### config.mk
export PLATFORM = sky130hd
export DESIGN_NAME = mul_div_unit
export DESIGN_NICKNAME = d
export VERILOG_FILES = /design/src/rtl/mul_div_unit.sv
export SDC_FILE = /design/constraint.sdc
export NUM_CORES = 1
export LEC_CHECK = 0
export CORE_MARGIN = 4
export CORE_UTILIZATION = 50
export CTS_BUF_LIST = sky130_fd_sc_hd__clkbuf_4 sky130_fd_sc_hd__clkbuf_8
export DETAILED_ROUTE_END_ITERATION = 7
export PLACE_DENSITY = 0.7
export SETUP_SLACK_MARGIN = 0.15
export SLEW_MARGIN = 20
export SYNTH_ARGS = -nofsm -noshare
export SYNTH_HDL_FRONTEND = slang
export SYNTH_SLANG_ARGS = --single-unit
export TNS_END_PERCENT = 50
### constraint.sdc
create_clock -name clk -period 8 [get_ports clk]
set_clock_uncertainty 0.05 [all_clocks]
set_input_delay 1.6 -clock clk [delete_from_list [all_inputs] [get_ports clk]]
set_output_delay 1.6 -clock clk [all_outputs]
set_load 0.02 [all_outputs]
### src/rtl/mul_div_unit.sv
// Iterative HI/LO multiply/divide unit: radix-2 shift-add multiply, restoring divide, MTHI/MTLO writes.
// Define MUL_DIV_FAST_MUL_EN to compute MULT/MULTU with a single-cycle combinational multiplier.
module mul_div_unit #(
    parameter int  WIDTH = 32,
    localparam int CNT_W = $clog2(WIDTH + 1)
) (
    input  logic             clk,
    input  logic             reset,
    input  logic             start,
    input  logic [5:0]       op,
    input  logic [WIDTH-1:0] rs_value,
    input  logic [WIDTH-1:0] rt_value,
    output logic             busy,
    output logic             done,
    output logic [WIDTH-1:0] hi_out,
    output logic [WIDTH-1:0] lo_out
);
    localparam logic [5:0] OP_MULT  = 6'b011000;
    localparam logic [5:0] OP_MULTU = 6'b011001;
    localparam logic [5:0] OP_DIV   = 6'b011010;
    localparam logic [5:0] OP_DIVU  = 6'b011011;
    localparam logic [5:0] OP_MTHI  = 6'b010001;
    localparam logic [5:0] OP_MTLO  = 6'b010011;

`ifdef MUL_DIV_FAST_MUL_EN
    localparam bit FAST_MUL = 1'b1;
`else
    localparam bit FAST_MUL = 1'b0;
`endif

    typedef enum logic [1:0] {IDLE, RUN, FINISH} state_t;

    state_t             state_reg, state_next;
    logic [CNT_W-1:0]   cnt_reg;
    logic [WIDTH-1:0]   acc_hi_reg, acc_lo_reg, opnd_reg, rs_hold_reg;
    logic [WIDTH-1:0]   hi_reg, lo_reg;
    logic               done_reg, is_mul_reg, res_neg_reg, rem_neg_reg, dvz_reg;

    logic               is_mul_op, is_div_op, signed_op;
    logic [WIDTH-1:0]   rs_mag, rt_mag;
    logic [WIDTH-1:0]   acc_hi_next, acc_lo_next;
    logic [WIDTH:0]     mul_sum, div_shift;
    logic               div_ge;
    logic [2*WIDTH-1:0] mul_mag, mul_res;
    logic [WIDTH-1:0]   fin_hi, fin_lo;

    assign is_mul_op = (op == OP_MULT) || (op == OP_MULTU);
    assign is_div_op = (op == OP_DIV) || (op == OP_DIVU);
    assign signed_op = (op == OP_MULT) || (op == OP_DIV);
    assign rs_mag    = (signed_op && rs_value[WIDTH-1]) ? -rs_value : rs_value;
    assign rt_mag    = (signed_op && rt_value[WIDTH-1]) ? -rt_value : rt_value;

    assign busy   = (state_reg != IDLE);
    assign done   = done_reg;
    assign hi_out = hi_reg;
    assign lo_out = lo_reg;

    // One radix-2 step; acc_hi holds partial product / remainder, acc_lo multiplier / quotient.
    always_comb begin
        mul_sum   = {1'b0, acc_hi_reg} + (acc_lo_reg[0] ? {1'b0, opnd_reg} : '0);
        div_shift = {acc_hi_reg, acc_lo_reg[WIDTH-1]};
        div_ge    = (div_shift >= {1'b0, opnd_reg});
        if (is_mul_reg) begin
            acc_hi_next = mul_sum[WIDTH:1];
            acc_lo_next = {mul_sum[0], acc_lo_reg[WIDTH-1:1]};
        end else begin
            acc_hi_next = div_ge ? (div_shift[WIDTH-1:0] - opnd_reg) : div_shift[WIDTH-1:0];
            acc_lo_next = {acc_lo_reg[WIDTH-2:0], div_ge};
        end
    end

    // Sign correction and special cases applied on the FINISH edge.
    always_comb begin
`ifdef MUL_DIV_FAST_MUL_EN
        mul_mag = (2*WIDTH)'(opnd_reg) * (2*WIDTH)'(acc_lo_reg);
`else
        mul_mag = {acc_hi_reg, acc_lo_reg};
`endif
        mul_res = res_neg_reg ? -mul_mag : mul_mag;
        if (is_mul_reg) begin
            fin_hi = mul_res[2*WIDTH-1:WIDTH];
            fin_lo = mul_res[WIDTH-1:0];
        end else if (dvz_reg) begin
            fin_hi = rs_hold_reg;
            fin_lo = '1;
        end else begin
            fin_hi = rem_neg_reg ? -acc_hi_reg : acc_hi_reg;
            fin_lo = res_neg_reg ? -acc_lo_reg : acc_lo_reg;
        end
    end

    always_comb begin
        state_next = state_reg;
        case (state_reg)
            IDLE: begin
                if (start && (is_mul_op || is_div_op))
                    state_next = (FAST_MUL && is_mul_op) ? FINISH : RUN;
            end
            RUN:     if (cnt_reg == CNT_W'(1)) state_next = FINISH;
            FINISH:  state_next = IDLE;
            default: state_next = IDLE;
        endcase
    end

    always_ff @(posedge clk) begin
        if (reset) state_reg <= IDLE;
        else       state_reg <= state_next;
    end

    always_ff @(posedge clk) begin
        if (reset) begin
            cnt_reg     <= '0;
            acc_hi_reg  <= '0;
            acc_lo_reg  <= '0;
            opnd_reg    <= '0;
            rs_hold_reg <= '0;
            hi_reg      <= '0;
            lo_reg      <= '0;
            done_reg    <= 1'b0;
            is_mul_reg  <= 1'b0;
            res_neg_reg <= 1'b0;
            rem_neg_reg <= 1'b0;
            dvz_reg     <= 1'b0;
        end else begin
            done_reg <= 1'b0;
            case (state_reg)
                IDLE: begin
                    if (start && (is_mul_op || is_div_op)) begin
                        cnt_reg     <= CNT_W'(WIDTH);
                        acc_hi_reg  <= '0;
                        acc_lo_reg  <= is_mul_op ? rt_mag : rs_mag;
                        opnd_reg    <= is_mul_op ? rs_mag : rt_mag;
                        rs_hold_reg <= rs_value;
                        is_mul_reg  <= is_mul_op;
                        res_neg_reg <= signed_op && (rs_value[WIDTH-1] ^ rt_value[WIDTH-1]);
                        rem_neg_reg <= signed_op && rs_value[WIDTH-1];
                        dvz_reg     <= (rt_value == '0);
                    end else if (start && (op == OP_MTHI)) begin
                        hi_reg   <= rs_value;
                        done_reg <= 1'b1;
                    end else if (start && (op == OP_MTLO)) begin
                        lo_reg   <= rs_value;
                        done_reg <= 1'b1;
                    end
                end
                RUN: begin
                    cnt_reg    <= cnt_reg - CNT_W'(1);
                    acc_hi_reg <= acc_hi_next;
                    acc_lo_reg <= acc_lo_next;
                end
                FINISH: begin
                    cnt_reg  <= '0;
                    hi_reg   <= fin_hi;
                    lo_reg   <= fin_lo;
                    done_reg <= 1'b1;
                end
                default: cnt_reg <= '0;
            endcase
        end
    end
endmodule

# Word-level counts from Yosys, hierarchy flattened
# Index checks and enable logic that the tools add are counted.
# op_classes
n_addsub	8
n_lt_le_gt_ge	1
eq_ne	15
n_mux	35
bitwise	1
n_reduce_logical	20
# ops
operator	n
$mux W32	21
$pmux W32 S2	4
$neg A32 Y32	4
$mux W64	1
$neg A64 Y64	1
$eq A6 B5 Y1 const B	6
$add A32 B32 Y33	1
$ge A33 B32 Y1	1
$logic_not A32 Y1	1
$sub A32 B32 Y32	1
$ne A2 B2 Y1 const B	6
$pmux W6 S2	1
$eq A6 B1 Y1 const B	1
$logic_and A1 B1 Y1	6
$mux W6	1
$reduce_and A2 Y1	3
$reduce_bool A2 Y1	3
$sub A6 B1 Y6 const B	1
$logic_or A1 B1 Y1	4
$mux W2	2
$pmux W2 S2	1
$reduce_and A4 Y1	1
$mux W1	3
$reduce_and A3 Y1	1
5 further kinds	5
# totals
regBits	205
inputBits	73

# Depth between registers and ports, before layout
# logic_depth
depth_word	7
ltp_mapped	14
depth_no_buf	13

# Least setup slack after synthesis
# Ideal clock, no wire load.
# synth_timing
kind	input to register
start	input port rs_value[6]
end	register acc_lo_reg[30]
arrival_time_ps	3704
setup_slack_ps	4113
path_stages	10
n_path_buf	1
cell_sequence	clkbuf_1 nor4_1 nand3_1 or2_2 o31ai_1 a21boi_0 xor2_1 o21ai_0 a21oi_1 o22ai_1
# synth_via
elab_chain_cells	5
# synth_rtl
item	line	source
from (decl)	11	input logic [WIDTH-1:0] rs_value,
$neg A32 Y32	50	assign rs_mag = (signed_op && rs_value[WIDTH-1]) ? -rs_value : rs_value;
$mux W32	50	
$mux W32	131	acc_lo_reg <= is_mul_op ? rt_mag : rs_mag;
$mux W32	128	if (start && (is_mul_op || is_div_op)) begin
$pmux W32 S2	126	case (state_reg)
to (signal assigned)	131	
to (signal assigned)	149	acc_lo_reg <= acc_lo_next;
to (decl)	35	logic [WIDTH-1:0] acc_hi_reg, acc_lo_reg, opnd_reg, rs_hold_reg;
# No other way between the ends. The select of a mux whose other input is x is not followed.
# A chain may end at the register's enable or synchronous reset.

# Final worst setup path
# layout_timing
start	register acc_lo_reg[0]
end	register acc_hi_reg[28]
# layout_via
elab_chain_cells	4
# layout_rtl
item	line	source
$mux W32	60	mul_sum = {1'b0, acc_hi_reg} + (acc_lo_reg[0] ? {1'b0, opnd_reg} : '0);
$add A32 B32 Y33	60	
$mux W32	63	if (is_mul_reg) begin
$pmux W32 S2	126	
to (signal assigned)	148	acc_hi_reg <= acc_hi_next;
to (decl)	35	
# No other way between the ends.

==> results.md <==
- Slew margin rel.: 0.238
- Total Routing Usage GR: 0.352
- Hold Path Sink: lo_out[6]
- Routed vias: 18,300
- GRT overflow: 0
- Initial antenna violation count: 1
- Layout Nets: about 2,500
- Rows: 66
- Post-CTS resize count: 0
- Initial drt markers: 2,009
- Post-Synth Simple-Gate Area: 0.203
- CTS tree: built
- Antenna cells: 0
- DRC: 0
- EDFF count, synth: 0
- RR Startpoint: acc_lo_reg[0]
- HP Class: register to register
- Crit path largest cell delay: 0.60 ns
- WS Path Type: register to register
- Number of global-route vias before repair: 17,000
- Crit path launch type: register
- Post-Layout Cell Count: ~2,800
- Post-synthesis instance total: between 2,000 and 2,500
- Yosys reg bits: 205
- Effective utilization at floorplan: 0.511
- Placed Cells: about 2,700
- Root buffer cell: clkbuf_8
- HP Start: lo_out[6]
- Final min period: 4.59 ns
- Area Overhead vs Synth: 13.3%
- Die area: 0.0365 mm2
- Slew @ Worst Pin: 1.14 ns
- CTS H-tree depth: 2
- Post-synthesis xor/xnor area fraction: 0.105
- Length in cells of the worst reg-to-reg path: 13
- Largest family of logic cells by synthesized area: compound AO/OA/AOI/OAI gates
- Post-synthesis sequential area ratio: 0.245
- Routed Antenna Nets: 0
- Largest vdd supply drop: 0.000128 V
- Setup tns final: 0 ns
- Multiplexer share of the synthesized area: 0.0253
- First-pass GRT wire length: 100 mm
- Total core area: approximately 0.033 mm2
- # IOs: around 140
- Synth Cell Area: 0.0167 mm2
- Adder-cell share of the synthesized area: 0.0547
- Clock Tree Buf Depth: 3
- Avg Inst Size Synth: between 7 and 8 um2
- Die Wd: 191 um
- Unrepaired setup endpoints after global routing: no
- Yosys warning count: 0
- I/O Buffers: 138
- Main flop type after synthesis: dfxtp_1
- Critical path's top delay family: compound AO/OA/AOI/OAI gates
- Compound-cell area share of the yosys netlist: 0.304
- Final slew viol count: 0
- Setup bufs post-CTS: 0
- Final WL: 67.0 mm
- Worst R2R End: acc_hi_reg[28]
- Worst skew pair latency: around 0.6 ns
- Cts hold-fix bufs: 0
- Status: complete, no violations
- Slowest cell on crit path: dfxtp_1
- Hold Fails Final Rpt: 0
- R2R setup slack: 3.41 ns
- GPL Wtd Cong: 1.01
- Crit path max fanout: 30
- Synth unique cells: 83
- F_max: about 0.22 GHz
- Req. time, crit path: 8.40 ns
- Die height: roughly 190 um
- Dpl hpwl: 48.7 mm
- Pwr dens: 147 mW/mm2
- Final period util: 0.574
- Post-DR vias/cell: roughly 6.5
- Sequential cell area: between 0.004 and 0.005 mm2
- CP arrival: 4.99 ns
- CP endpoint kind: register
- Fraction of layout cells with a size suffix above 1: 0.0613
- Avg WL per Cell: 24.0 um
- CP cell instances: inv_1 > buf_4 > nor2_1 > ha_1 > a2111oi_0 > o21ai_0 > a32oi_1 > a31oi_1 > a2111oi_0 > nor3_1 > nor3_1 > nor3_1 > a2111oi_0
- Clk slew on worst S/H paths: 0.06 ns
- Num Clock Sinks: 205
- Post-synthesis net count: between 2,000 and 2,500
- Total power: roughly 0.0028 W
- Fill cells: 3,186
- TritonRoute pass-1 iters: 6
- Largest net degree at the start of global routing: 82
- Worst hold stages: 2
- Share of synthesized flip-flops with an asynchronous set or reset: 0
- Static leakage: just under 7 nW
- Area occupied by multi-input gates: roughly 0.012 mm2
- Number of max-cap violations: 0
- CP Buf/Inv Count: 2
- CTS buffer count: 39
- Final setup violation count: 0
## where the power goes
part	switching [W]	internal, W	total [W]
logic	0.000412	0.000213	0.000625
clock network	0.000490	0.000609	0.00110
registers	0.0000257	0.00104	0.00106
## cell type report
type,instances,share of cell area
clock inverters,5,0.00165
multi-input cells,1837,0.613
clock buffers,61,0.0406
inverters,78,0.0154
well taps,442,0.0292
repair buffers,164,0.0830
flip-flops and latches,205,0.217
## cell usage in the layout, fill, tap and decap left out, types with 50 or more instances in the layout
master / netlist / routed
nor2_1: 217 / 211
clkbuf_8: 0 / 50
a211oi_1: 86 / 85
xnor2_1: 113 / 113
nor3_1: 52 / 52
clkdlybuf4s50_1: 0 / 137
ha_1: 70 / 70
nand2_1: 282 / 282
xor2_1: 87 / 87
dfxtp_1: 205 / 202
o21ai_0: 137 / 137
a21oi_1: 257 / 257
o221ai_1: 50 / 50
inv_1: 77 / 77
## synth_stat cells (15+ instances only)
| master | count | share of area |
|---|---|---|
| ha_1 | 70 | 0.052 |
| a31oi_1 | 17 | 0.0064 |
| nand2_1 | 282 | 0.063 |
| nor3_1 | 52 | 0.016 |
| a211oi_1 | 86 | 0.039 |
| a21o_1 | 30 | 0.013 |
| o31ai_1 | 36 | 0.016 |
| xnor2_1 | 113 | 0.059 |
| or4_1 | 19 | 0.0085 |
| or3_1 | 21 | 0.0078 |
| inv_1 | 77 | 0.017 |
| mux2i_1 | 39 | 0.023 |
| clkbuf_1 | 174 | 0.039 |
| nor4_1 | 15 | 0.0056 |
| nand3_1 | 35 | 0.010 |
| nor2_1 | 217 | 0.049 |
| dfxtp_1 | 205 | 0.25 |
| xor2_1 | 87 | 0.046 |
| a21oi_1 | 257 | 0.077 |
| o21ai_0 | 137 | 0.041 |
| o221ai_1 | 50 | 0.026 |
| o211ai_1 | 38 | 0.017 |
## cell families (layout without fill, tap and decap cells)
family                   count (synthesis)  count (layout)
AO/OA/AOI/OAI                          783             783
XOR/XNOR                               200             200
adder cells (fa/ha/maj)                 72              72
buffers and inverters                  273             308
flip-flops                             205             205
multiplexers                            42              42
AND/OR/NAND/NOR                        740             740
## layer usage
layer	vias to the layer above	GRT usage	share of wire	routed length, um
li1	8403	-	-	-
met4	2	0.190	0.059	3960
met3	207	0.0636	0.092	6130
met2	937	0.564	0.45	30500
met1	8735	0.452	0.39	26400
met5	-	0	0.00016	11
## worst max-delay path by stage
stage | startpoint | cells after the start | slack, ns | to
after global placement | rs_value[8] | 10 | 3.11 | opnd_reg[30]
after CTS | acc_lo_reg[0] | 13 | 3.53 | acc_hi_reg[28]
after detailed placement | rs_value[8] | 10 | 3.04 | opnd_reg[30]
after floorplan | rs_value[6] | 10 | 4.11 | acc_lo_reg[30]
final | acc_lo_reg[0] | 13 | 3.41 | acc_hi_reg[28]
after global routing | acc_lo_reg[0] | 13 | 3.18 | acc_hi_reg[28]
## worst reg2reg max path, stage by stage, from the launching register on
cell and delay [ns]:
dfxtp_1 0.60, inv_1 0.16, buf_4 0.28, nor2_1 0.20
ha_1 0.31, a2111oi_0 0.42, o21ai_0 0.24, a32oi_1 0.42
a31oi_1 0.36, a2111oi_0 0.51, nor3_1 0.19, nor3_1 0.21
nor3_1 0.08, a2111oi_0 0.42
## metrics by stage
stage                     utilization  hold WS [ns]  worst slack (ns)  cell area [um2]
final                           0.578         0.402              3.41            19000
after global routing            0.578         0.415              3.18            19000
after CTS                       0.578         0.404              3.53            19000
after detailed placement        0.554         0.396              3.04            18200
after global placement          0.554         0.389              3.11            18200
after floorplan                     -         0.382              4.11            16700
No activity file was read; power rests on OpenSTA's default activity.
